## src/rtl/dmi_pkg.sv

```systemverilog
// Shared encodings and default widths for the DMI responder.
package dmi_pkg;

  localparam int unsigned DMI_DATA_BITS      = 34;
  localparam int unsigned DMI_ADDR_BITS      = 5;
  localparam int unsigned DMI_OP_BITS        = 2;
  localparam int unsigned DMI_TIMEOUT_CYCLES = 16;
  localparam int unsigned DMI_TMO_BITS       = 8;

  typedef enum logic [1:0] {
    OP_NOP   = 2'd0,
    OP_READ  = 2'd1,
    OP_WRITE = 2'd2,
    OP_RSVD  = 2'd3
  } dmi_op_e;

  typedef enum logic [1:0] {
    RESP_OK   = 2'd0,
    RESP_FAIL = 2'd2
  } dmi_resp_e;

  typedef enum logic [1:0] {
    ST_IDLE   = 2'd0,
    ST_ACCESS = 2'd1,
    ST_RESP   = 2'd2
  } dmi_state_e;

endpackage

```

## src/rtl/dmi_responder.sv

```systemverilog
// DMI request/response endpoint: accepts one DTM request at a time, runs it
// against a register backend with an ack timeout and returns a response.
// Ports:
//   clock, reset                 - sole clock, synchronous active-high reset
//   dtm_req_valid/ready/bits     - request channel, bits = {addr, data, op}
//   dtm_resp_valid/ready/bits    - response channel, bits = {data, resp}
//   reg_req_valid/write/addr/wdata - backend access request (held during ACCESS)
//   reg_ack/err/rdata            - backend completion pulse and its payload
module dmi_responder
  import dmi_pkg::*;
#(
  parameter int unsigned DEBUG_DATA_BITS = DMI_DATA_BITS,
  parameter int unsigned DEBUG_ADDR_BITS = DMI_ADDR_BITS,
  parameter int unsigned DEBUG_OP_BITS   = DMI_OP_BITS,
  parameter int unsigned TIMEOUT_CYCLES  = DMI_TIMEOUT_CYCLES
) (
  input  logic                                                  clock,
  input  logic                                                  reset,
  input  logic                                                  dtm_req_valid,
  output logic                                                  dtm_req_ready,
  input  logic [DEBUG_ADDR_BITS+DEBUG_DATA_BITS+DEBUG_OP_BITS-1:0] dtm_req_bits,
  output logic                                                  dtm_resp_valid,
  input  logic                                                  dtm_resp_ready,
  output logic [DEBUG_DATA_BITS+DEBUG_OP_BITS-1:0]              dtm_resp_bits,
  output logic                                                  reg_req_valid,
  output logic                                                  reg_req_write,
  output logic [DEBUG_ADDR_BITS-1:0]                            reg_req_addr,
  output logic [DEBUG_DATA_BITS-1:0]                            reg_req_wdata,
  input  logic                                                  reg_ack,
  input  logic                                                  reg_err,
  input  logic [DEBUG_DATA_BITS-1:0]                            reg_rdata
);

  localparam int unsigned DW = DEBUG_DATA_BITS;
  localparam int unsigned AW = DEBUG_ADDR_BITS;
  localparam int unsigned OW = DEBUG_OP_BITS;
  localparam logic [DMI_TMO_BITS-1:0] TMO_LAST = DMI_TMO_BITS'(TIMEOUT_CYCLES - 1);

  // Request field split
  logic [OW-1:0] req_op;
  logic [DW-1:0] req_data;
  logic [AW-1:0] req_addr;

  assign req_op   = dtm_req_bits[OW-1:0];
  assign req_data = dtm_req_bits[OW +: DW];
  assign req_addr = dtm_req_bits[OW+DW +: AW];

  dmi_state_e              state_q, state_d;
  logic                    req_ready_q, req_ready_d;
  logic                    resp_valid_q, resp_valid_d;
  logic                    reg_valid_q, reg_valid_d;
  logic                    write_q, write_d;
  logic [AW-1:0]           addr_q, addr_d;
  logic [DW-1:0]           wdata_q, wdata_d;
  logic [DW-1:0]           resp_data_q, resp_data_d;
  logic [OW-1:0]           resp_code_q, resp_code_d;
  logic [DMI_TMO_BITS-1:0] tmo_q, tmo_d;

  // Next-state and registered-output computation
  always_comb begin
    state_d     = state_q;
    write_d     = write_q;
    addr_d      = addr_q;
    wdata_d     = wdata_q;
    resp_data_d = resp_data_q;
    resp_code_d = resp_code_q;
    tmo_d       = tmo_q;

    case (state_q)
      ST_IDLE: begin
        if (dtm_req_valid) begin
          addr_d  = req_addr;
          write_d = (req_op == OW'(OP_WRITE));
          // Reads present zero write data to the backend
          wdata_d = (req_op == OW'(OP_WRITE)) ? req_data : '0;
          tmo_d   = '0;
          if (req_op == OW'(OP_READ) || req_op == OW'(OP_WRITE)) begin
            state_d = ST_ACCESS;
          end else begin
            state_d     = ST_RESP;
            resp_data_d = '0;
            resp_code_d = (req_op == OW'(OP_NOP)) ? OW'(RESP_OK) : OW'(RESP_FAIL);
          end
        end
      end

      ST_ACCESS: begin
        // An ack in the final timeout cycle still completes the access
        if (reg_ack) begin
          state_d     = ST_RESP;
          resp_code_d = reg_err ? OW'(RESP_FAIL) : OW'(RESP_OK);
          resp_data_d = (reg_err || write_q) ? '0 : reg_rdata;
        end else if (tmo_q == TMO_LAST) begin
          state_d     = ST_RESP;
          resp_code_d = OW'(RESP_FAIL);
          resp_data_d = '0;
        end else begin
          tmo_d = tmo_q + DMI_TMO_BITS'(1);
        end
      end

      ST_RESP: begin
        if (dtm_resp_ready) begin
          state_d = ST_IDLE;
        end
      end

      default: state_d = ST_IDLE;
    endcase

    // Handshake flags are decoded from the next state so they leave a flop
    req_ready_d  = (state_d == ST_IDLE);
    resp_valid_d = (state_d == ST_RESP);
    reg_valid_d  = (state_d == ST_ACCESS);
  end

  always_ff @(posedge clock) begin
    if (reset) begin
      state_q      <= ST_IDLE;
      req_ready_q  <= 1'b1;
      resp_valid_q <= 1'b0;
      reg_valid_q  <= 1'b0;
      write_q      <= 1'b0;
      addr_q       <= '0;
      wdata_q      <= '0;
      resp_data_q  <= '0;
      resp_code_q  <= '0;
      tmo_q        <= '0;
    end else begin
      state_q      <= state_d;
      req_ready_q  <= req_ready_d;
      resp_valid_q <= resp_valid_d;
      reg_valid_q  <= reg_valid_d;
      write_q      <= write_d;
      addr_q       <= addr_d;
      wdata_q      <= wdata_d;
      resp_data_q  <= resp_data_d;
      resp_code_q  <= resp_code_d;
      tmo_q        <= tmo_d;
    end
  end

  assign dtm_req_ready  = req_ready_q;
  assign dtm_resp_valid = resp_valid_q;
  assign dtm_resp_bits  = {resp_data_q, resp_code_q};
  assign reg_req_valid  = reg_valid_q;
  assign reg_req_write  = write_q;
  assign reg_req_addr   = addr_q;
  assign reg_req_wdata  = wdata_q;

endmodule

```

## config.mk

```make
export PLATFORM = sky130hd
export DESIGN_NAME = dmi_responder
export DESIGN_NICKNAME = d
export VERILOG_FILES = /design/src/rtl/dmi_pkg.sv /design/src/rtl/dmi_responder.sv
export SDC_FILE = /design/constraint.sdc
export NUM_CORES = 1
export LEC_CHECK = 0
export ABC_AREA = 1
export CAP_MARGIN = 0
export CORE_AREA = 2 2 98 100
export CTS_CLUSTER_SIZE = 24
export DETAILED_ROUTE_END_ITERATION = 12
export DIE_AREA = 0 0 100 102
export PLACE_DENSITY = 0.8
export RECOVER_POWER = 25
export SLEW_MARGIN = 30
export SYNTH_ARGS = -nofsm -noshare
export SYNTH_HDL_FRONTEND = slang
export SYNTH_SLANG_ARGS = --single-unit
```

## constraint.sdc

```tcl
create_clock -name clock -period 1.93 [get_ports clock]
set_input_delay 0.386 -clock clock [delete_from_list [all_inputs] [get_ports clock]]
set_output_delay 0.386 -clock clock [all_outputs]
set_load 0.01 [all_outputs]
```

==> metrics.txt <==
Layout Area Growth over Synthesis 50.82%; 1st-pass router iterations 4; synthesized area 3880 um^2; CP arrival 2180 ps; Yosys warnings 0; RR Endpoint dtm_resp_valid; Rows 35; crit path to dtm_resp_valid; R2R Setup Slk approximately 62 ps; Clk pin slew, worst setup/hold paths 90 ps; final-stage net count 820; number of global-route vias before repair ~3800; H-Tree Depth 3; Post-Route M1 WL 4383 um; layout cells sized above 1 0.06073; Max Freq 0.5354 GHz; total power 4229 uW; Least-Margin Pin Slew 532.9 ps; worst-path fanout max 3; core area 9109 um^2; wirelength, routed 11040 um; Top Ports 160; TNS Setup 0 ps; leakage approximately 0.0027 uW; Int Pwr roughly 3000 uW; outcome complete, no violations; Max VDD drop 0.4384 mV; Vias roughly 4000; GRT overflow 0; clk_skew around 10 ps; Tcrit/Tclk final 0.9678; Power Density 722.7 nW/um^2; Fin. Hold Viols 0; Max Slew Vio Count 0; GRT Total Usage 0.2148; post-synthesis cell type count 25; CP Launch Type register; post-synthesis net count about 660; # port buffers between 150 and 200; logic gate share of total power 0.234; initial antenna violation count 0; number of diodes 0; Syn Inst Count 577; post-route ant nets 0; CTS buffer count 9; root buffer cell clkbuf_8; Hold Startpoint reg_req_wdata[13]; mean routed wirelength per cell 12.96 um; Clock Latency Late Sink 360 ps; DR top layer met4; Critical Path Sink Type register; Synth Register Bits slightly below 90; initial drt markers 196; Die ar. 10200 um^2; WS Path Type reg2reg; Max-slew headroom 0.6439; vias per cell 4.748; first-pass GRT wire length approximately 18000 um; sequential share of the synthesized area 0.4540; GP Congestion between 0.8 and 0.9; register share of total power 0.475; DR WL met2 5360 um; Starting Density 0.4260; Hold WC Path Type reg2reg; RSZ-0062 raised after global routing false; number of fill cells in the layout slightly above 800; WP data required 2240 ps; largest net degree at the start of global routing 37; synthesized area per cell 6.724 um^2; CTS Sinks 88; Switching Share 0.2872; post-layout minimum cycle time 1868 ps; clock power share 0.290; critical path startpoint tmo_q[1]; CTS tree done; Die H 102 um; R2R depth 9; P_sw 1215 uW; routed wl met3 1139 um; Post-route DRC 0; Bufs on Longest Clock Path 2; Die Wd 100 um; reg2reg start tmo_q[1]; total of max-cap violations 0; Final setup viols 0; HPWL Detailed 7797 um
## metrics by stage
stage | instance area [um^2] | instances | worst slack (ps) | util | hold slack (ps)
global route | 5852 | 852 | 2.105 | 0.6424 | 488.5
CTS | 5846 | 851 | 1.046 | 0.6418 | 465.7
detailed placement | 5637 | 834 | -484.2 | 0.6188 | 445.7
finish | 5852 | 852 | 62.14 | 0.6424 | 462.1
floorplan | 3880 | 577 | 469.6 | - | 431.1
global placement | 5637 | 834 | -370.3 | 0.6188 | 437.2
## power groups by stage
stage / registers, uW / clock network [uW] / logic (uW)
6_report: 2010 / 1230 / 991
5_1_grt: 2030 / 1330 / 1100
4_1_cts: 2010 / 1260 / 990
3_5_place_dp: 2050 / 0 / 974
3_3_place_gp: 2050 / 0 / 942
2_1_floorplan: 2100 / 0 / 400
## layout make-up
cell class	count	area, um^2	area share
clock buffers	11	151.4	0.02587
clock inverters	5	38.79	0.006628
inverters	126	473.0	0.08082
multi-input cells	336	1540	0.2632
flip-flops and latches	88	1762	0.3010
well taps	111	138.9	0.02373
repair buffers	175	1748	0.2987
## cell usage after synthesis (all sizes together)
cell type    n  area (um^2)
nor2       127        491.7
inv        125        469.2
nand2      101        396.6
dfxtp       88         1762
o21ai       45        225.2
nand4       36        231.5
buf         14        68.82
clkbuf      14        52.55
a21oi        9        45.04
nand3        8        50.05
ha           3        37.54
nor3         2        10.01
a21boi       1        18.77
clkinv       1        3.750
conb         1        3.750
nand3b       1        7.510
or2          1        6.260
## cells by family after synthesis
| logic type | count (synthesis) | share of synthesized area |
|---|---|---|
| compound gates | 55 | 0.07449 |
| fa+ha+maj | 3 | 0.009675 |
| buf+inv | 154 | 0.1532 |
| flops | 88 | 0.4540 |
| other cells | 1 | 0.0009665 |
| simple gates | 276 | 0.3076 |
## cells in the final DEF, fill, tap and decap left out, types with 2 or more instances in the layout
cell type / count
nand2_2: 2
buf_4: 11
buf_12: 3
dlygate4sd3_1: 2
dfxtp_1: 88
nand2_1: 97
nand4_1: 35
o21ai_0: 45
nand3_1: 7
nor2_4: 2
clkdlybuf4s50_1: 156
nor2_1: 125
a21boi_4: 2
nor3_1: 2
ha_1: 3
clkinvlp_4: 4
clkbuf_8: 11
a21oi_1: 9
inv_1: 124
nand2_4: 2
## flip-flops by register name, summed over array words and instances (netlist names)
register / flops
state_q: 2
reg_req_wdata: 34
reg_req_valid: 1
dtm_req_ready: 1
reg_req_addr: 5
reg_req_write: 1
resp_code_q: 1
tmo_q: 8
resp_data_q: 34
dtm_resp_valid: 1
## layer usage
layer,track usage,vias up
met1,0.2499,1823
met5,0,-
li1,-,2050
met4,0.07271,0
met2,0.3669,160
met3,0.08071,12
## worst max-delay path, cell delays in order, from the launching register on
cell	delay, ps
dfxtp_1	380
ha_1	180
nand2_1	100
nor2_1	200
nand3_1	190
nand2_2	200
buf_4	130
a21oi_1	70
or2_2	300
inv_1	50
## how the worst min path moves through the flow
stage | endpoint | slack [ps] | cells after the start
3_3_place_gp | reg_req_wdata[20] | 440 | 2
2_1_floorplan | tmo_q[0] | 430 | 1
3_5_place_dp | reg_req_wdata[20] | 450 | 2
5_1_grt | reg_req_wdata[0] | 490 | 2
6_report | reg_req_wdata[13] | 460 | 2
4_1_cts | reg_req_wdata[13] | 470 | 2
## repair_timing
action	in CTS	in global routing
setup endpoints to repair	35	31
setup buffers	0	1
hold endpoints to repair	0	0
cloned	1	0
resized for setup	1	2
hold buffers	0	0
pin swaps	1	1
Power figures use the tool's default switching activity.
